--- src/rtl/debounce_pkg.sv ---
// Shared definitions for the key debouncer: FSM state encoding and counter widths.
package debounce_pkg;

    localparam int unsigned CNT_W  = 8;
    localparam int unsigned HOLD_W = 16;

    typedef enum logic [1:0] {
        StIdle           = 2'd0,
        StConfirmPress   = 2'd1,
        StPressed        = 2'd2,
        StConfirmRelease = 2'd3
    } deb_state_e;

endpackage

--- src/rtl/edge_strobe.sv ---
// Registers a level and emits a one-cycle pulse on each rising edge of it.
// The history flop resets to 0, so a level that is 1 straight out of reset
// produces one strobe on the first cycle.
module edge_strobe (
    input  logic clk,
    input  logic rst,
    input  logic level,
    output logic strobe
);

    logic level_q;

    // History flop for edge detection.
    always_ff @(posedge clk or posedge rst) begin
        if (rst) begin
            level_q <= 1'b0;
        end else begin
            level_q <= level;
        end
    end

    assign strobe = level & ~level_q;

endmodule

--- src/rtl/key_debouncer.sv ---
// Push-button debouncer: 2-flop synchronizer, sample strobes from the rising
// edges of clk_div, and a confirm-press/confirm-release FSM with registered
// level and press/release pulses.
// Optional long-press detection is compiled in with DEBOUNCE_LONG_PRESS_EN;
// without it long_pulse is tied to 0.
import debounce_pkg::*;

module key_debouncer #(
    parameter int unsigned STABLE_SAMPLES = 4,
    parameter int unsigned ACTIVE_LOW     = 1,
    parameter int unsigned LONG_SAMPLES   = 50
) (
    input  logic clk,
    input  logic rst,
    input  logic clk_div,
    input  logic btn_in,
    output logic btn_level,
    output logic press_pulse,
    output logic release_pulse,
    output logic long_pulse
);

    // Raw pin level when the key is not pressed.
    localparam logic INACTIVE_RAW = (ACTIVE_LOW != 0);
    localparam logic [CNT_W-1:0] CNT_LAST = CNT_W'(STABLE_SAMPLES - 1);

    logic       sync_1;
    logic       sync_2;
    logic       btn;
    logic       stb;
    deb_state_e state;
    logic [CNT_W-1:0] cnt;

    // Two-flop synchronizer for the asynchronous key pin.
    always_ff @(posedge clk or posedge rst) begin
        if (rst) begin
            sync_1 <= INACTIVE_RAW;
            sync_2 <= INACTIVE_RAW;
        end else begin
            sync_1 <= btn_in;
            sync_2 <= sync_1;
        end
    end

    // Normalised so that btn = 1 means pressed.
    assign btn = (ACTIVE_LOW != 0) ? ~sync_2 : sync_2;

    // clk_div is sampled as data; its rising edges become the sample strobes.
    edge_strobe u_clk_div_strobe (
        .clk    (clk),
        .rst    (rst),
        .level  (clk_div),
        .strobe (stb)
    );

`ifdef DEBOUNCE_LONG_PRESS_EN
    localparam logic [HOLD_W-1:0] HOLD_LAST = HOLD_W'(LONG_SAMPLES);
    logic [HOLD_W-1:0] hold_cnt;
`else
    logic unused_long_samples;
    assign unused_long_samples = (LONG_SAMPLES != 0);
    assign long_pulse = 1'b0;
`endif

    // Debounce FSM; advances only on strobes, outputs registered.
    always_ff @(posedge clk or posedge rst) begin
        if (rst) begin
            state         <= StIdle;
            cnt           <= '0;
            btn_level     <= 1'b0;
            press_pulse   <= 1'b0;
            release_pulse <= 1'b0;
`ifdef DEBOUNCE_LONG_PRESS_EN
            hold_cnt      <= '0;
            long_pulse    <= 1'b0;
`endif
        end else begin
            press_pulse   <= 1'b0;
            release_pulse <= 1'b0;
`ifdef DEBOUNCE_LONG_PRESS_EN
            long_pulse    <= 1'b0;
`endif
            if (stb) begin
                unique case (state)
                    StIdle: begin
                        if (btn) begin
                            state <= StConfirmPress;
                            cnt   <= CNT_W'(1);
                        end
                    end
                    StConfirmPress: begin
                        if (!btn) begin
                            state <= StIdle;
                            cnt   <= '0;
                        end else if (cnt == CNT_LAST) begin
                            state       <= StPressed;
                            cnt         <= '0;
                            press_pulse <= 1'b1;
                            btn_level   <= 1'b1;
`ifdef DEBOUNCE_LONG_PRESS_EN
                            hold_cnt    <= '0;
`endif
                        end else begin
                            cnt <= cnt + 1'b1;
                        end
                    end
                    StPressed: begin
`ifdef DEBOUNCE_LONG_PRESS_EN
                        // Saturating hold counter; fires once when it reaches the limit.
                        if (hold_cnt != HOLD_LAST) begin
                            hold_cnt <= hold_cnt + 1'b1;
                            if (hold_cnt == HOLD_LAST - 1'b1) begin
                                long_pulse <= 1'b1;
                            end
                        end
`endif
                        if (!btn) begin
                            state <= StConfirmRelease;
                            cnt   <= CNT_W'(1);
                        end
                    end
                    StConfirmRelease: begin
                        // A bounce back to PRESSED keeps hold_cnt.
                        if (btn) begin
                            state <= StPressed;
                            cnt   <= '0;
                        end else if (cnt == CNT_LAST) begin
                            state         <= StIdle;
                            cnt           <= '0;
                            release_pulse <= 1'b1;
                            btn_level     <= 1'b0;
                        end else begin
                            cnt <= cnt + 1'b1;
                        end
                    end
                endcase
            end
        end
    end

endmodule

--- config.mk ---
export PLATFORM = sky130hd
export DESIGN_NAME = key_debouncer
export DESIGN_NICKNAME = d
export VERILOG_FILES = /design/src/rtl/debounce_pkg.sv /design/src/rtl/edge_strobe.sv /design/src/rtl/key_debouncer.sv
export SDC_FILE = /design/constraint.sdc
export NUM_CORES = 1
export LEC_CHECK = 0
export BUFFER_PORTS_ARGS = -buffer_cell sky130_fd_sc_hd__buf_2
export CAP_MARGIN = 20
export CORE_MARGIN = 5
export CORE_UTILIZATION = 45
export CTS_CLUSTER_SIZE = 24
export DETAILED_ROUTE_END_ITERATION = 12
export SLEW_MARGIN = 0
export SYNTH_ARGS = -nofsm -noshare
export SYNTH_HDL_FRONTEND = slang
export SYNTH_SLANG_ARGS = --single-unit
--- constraint.sdc ---
create_clock -name clk -period 2.01 [get_ports clk]
set_input_delay 0.201 -clock clk [delete_from_list [all_inputs] [get_ports clk]]
set_output_delay 0.201 -clock clk [all_outputs]
set_load 0.02 [all_outputs]
==> results.sh <==
export IMPL_die_y_microns=52.2
export IMPL_dp_hpwl_mm=1.04
export IMPL_drtPass1Iterations=4
export IMPL_vias_per_cell=5.39
export IMPL_finalCriticalPeriod_ps=1780
export IMPL_diodes=0
export IMPL_yosysMostFrequentCell="dfrtp_1"
export IMPL_clock_power_share=0.201
export IMPL_power_frac_seq=0.468
export IMPL_synth_seq_area_share=0.504
export IMPL_postCtsSetupBuffers=0
export IMPL_rr_endpoint="cnt[7]"
export IMPL_max_slew_worst_pin_slew_ps=573
export IMPL_cts_made_buffers=3
export IMPL_synth_seq_cells=16
export IMPL_async_flop_share=1.00
export IMPL_finalMaxSlewViolations=0
export IMPL_power_w=0.00108
export IMPL_intPower_w=0.000655
export IMPL_nets=93
export IMPL_setup_viol=0
export IMPL_gp_congestion=0.728
export IMPL_area_growth_pct=13.3
export IMPL_ff2ff_path_depth=6
export IMPL_vias=604
export IMPL_wl_mm=1.46
export IMPL_crit_start="cnt[0]"
export IMPL_synth_edf_count=0
export IMPL_clock_path_buffers=2
export IMPL_synth_net_count=81
export IMPL_synth_top_area_frac=0.438
export IMPL_clk_insertion_delay_late_ps=300
export IMPL_critPathMaxStageDelay_ps=420
export IMPL_netlist_area_sq_um=800
export IMPL_maxCapViolations=0
export IMPL_drc=0
export IMPL_switching_share=0.392
export IMPL_grt_pass1_vias=579
export IMPL_synthAdderAreaFrac=0.0156
export IMPL_cp_num_cells=6
export IMPL_cp_max_fo=8
export IMPL_h_tree_depth=1
export IMPL_drt_initial_drc_count=14
export IMPL_reg2reg_slack_ps=230
export IMPL_synthFlopType="dfrtp_1"
export IMPL_p_comb_frac=0.330
export IMPL_cts_clk_slew_worst_paths_ps=100
export IMPL_outcome="finished clean"
export IMPL_grt_max_degree=17
export IMPL_wire_per_inst_microns=13.0
export IMPL_rsz0062_at_grt="no"
export IMPL_worstSetupPathType="flop to flop"
export IMPL_fp_dieArea_sq_um=2720
export IMPL_fin_skew_ps=8.55
export IMPL_grt_pass1_wl_mm=2.66
export IMPL_synth_top_family_by_area="compound AO/OA/AOI/OAI gates"
export IMPL_synth_top_cell_by_area="dfrtp_1"
export IMPL_ys_warn_count=0
export IMPL_r2r_start="cnt[0]"
export IMPL_endpoint="cnt[7]"
export IMPL_leakagePower_nw=0.398
export IMPL_cts_tree="yes"
export IMPL_hold_buffers=2
export IMPL_final_setup_tns_ps=0
export IMPL_cp_end_kind="flop"
export IMPL_ys_top_cells_by_count="14 x dfrtp_1, 6 x nand2_1, 5 x inv_1, 5 x nand3_1"
export IMPL_synth_compound_area_frac=0.200
export IMPL_synth_area_mux_share=0.0125
export IMPL_crit_family="compound AO/OA/AOI/OAI gates"
export IMPL_ys_types=33
export IMPL_path_cells="ha_1 -> nor4b_2 -> a211oi_4 -> buf_4 -> nand3b_1 -> a31oi_1"
export IMPL_core_rowCount=15
export IMPL_syn_avg_cell_area_sq_um=10.5
export IMPL_powerDensity_nw_per_um2=1190
export IMPL_crit_buf_inv=1
export IMPL_worstPathRequired_ps=2240
export IMPL_fin_crit_sh=0.885
export IMPL_synthCells=76
export IMPL_synthTopCellsByArea="dfrtp_1 44%, dfstp_2 6.6%, a31oi_1 3.1%"
export IMPL_clock_sinks=16
export IMPL_antenna_found_initial=0
export IMPL_floorplan_initialDensity=0.468
export IMPL_cts_resized=0
export IMPL_gr_usage_all_layers=0.134
export IMPL_crit_path_start_kind="flop"
export IMPL_holdCritPathClass="input pin to flop"
export IMPL_ir_worst_vdd_v=0.000690
export IMPL_fmax_mhz=562
export IMPL_finalHoldViolations=0
export IMPL_globalRouteOverflowTotal=0
export IMPL_crit_path_top_delay_cell="dfrtp_1"
export IMPL_io_buffer_count=6
export IMPL_core_sq_um=1710
export IMPL_crit_arrival_ps=2010
export IMPL_num_io_pins=8
export IMPL_cts_root_buf="clkbuf_4"
export IMPL_drive_gt1_frac=0.195
export IMPL_p_sw_w=0.000423
export IMPL_synthXorXnorAreaFrac=0.0203
export IMPL_drt_antenna_violating_nets=0
export IMPL_relSlewSlack=0.618
export IMPL_die_w_microns=52.2
export IMPL_synth_simple_area_share=0.196
==> cell families after synthesis <==
logic type | Yosys count
compound gates | 21
xor+xnor | 1
fa+ha+maj | 1
buf+inv | 7
flops | 16
mux | 1
other cells | 1
simple gates | 28
==> placed cells by master, fill, tap and decap left out, types with 2 or more instances in the layout <==
cell and count:
nand3b_1 2, and3_1 4, buf_2 6, clkbuf_4 3, dfrtp_1 14, nand3_1 5, dfstp_2 2, dlygate4sd3_1 2
a31oi_1 4, nand2_1 6, o31ai_1 2, nor2_1 2, nor3_1 3, o21ai_1 3, inv_1 5, a21oi_1 3
a32o_1 2
==> sequential cells by signal, summed over array words and instances, names as in the netlist, named ones only <==
signal,flops
press_pulse,1
u_clk_div_strobe.level_q,1
release_pulse,1
btn_level,1
sync_2,1
sync_1,1
cnt,8
state,1
==> through the flow <==
| step | hold slack, ps | instances | area [sq um] | setup WS (ps) | util |
|---|---|---|---|---|---|
| 2_1_floorplan | 113 | 76 | 800 | 484 | - |
| 3_3_place_gp | 286 | 106 | 850 | 299 | 0.497 |
| 3_5_place_dp | 304 | 106 | 850 | 266 | 0.497 |
| 4_1_cts | 25.2 | 112 | 906 | 221 | 0.530 |
| 5_1_grt | 21.5 | 112 | 906 | 108 | 0.530 |
| 6_report | 35.2 | 112 | 906 | 231 | 0.530 |
==> per-layer routing <==
metal,share of wire,global-route usage,up-vias
li1,-,-,301
met3,0.053,0.0430,5
met4,0.026,0.0638,0
met1,0.49,0.179,280
met2,0.43,0.195,18
met5,0,0,-
==> power groups by stage <==
| stage | logic, W | registers [W] | clock network (W) |
|---|---|---|---|
| floorplan | 0.000303 | 0.000485 | 0 |
| global placement | 0.000349 | 0.000506 | 0 |
| detailed placement | 0.000349 | 0.000507 | 0 |
| CTS | 0.000355 | 0.000501 | 0.000227 |
| global route | 0.000403 | 0.000517 | 0.000243 |
| finish | 0.000356 | 0.000505 | 0.000217 |
==> layout make-up <==
| type | count | area (sq um) |
|---|---|---|
| fill | 156 | 802 |
| sequential | 16 | 403 |
| multi-input combinational | 53 | 359 |
| timing repair buffer | 9 | 57.6 |
| clock buffer | 4 | 36.3 |
| tap | 25 | 31.3 |
| inverter | 5 | 18.8 |
==> worst min-delay path by stage <==
stage | endpoint | depth (start not counted) | slack [ps] | startpoint
detailed placement | asynchronous set/reset pin | 2 | 300 | rst
global route | u_clk_div_strobe.level_q | 1 | 20 | clk_div
global placement | asynchronous set/reset pin | 2 | 290 | rst
CTS | u_clk_div_strobe.level_q | 1 | 30 | clk_div
floorplan | asynchronous set/reset pin | 1 | 110 | rst
finish | u_clk_div_strobe.level_q | 1 | 40 | clk_div
No activity file was read; power rests on OpenSTA's default activity.
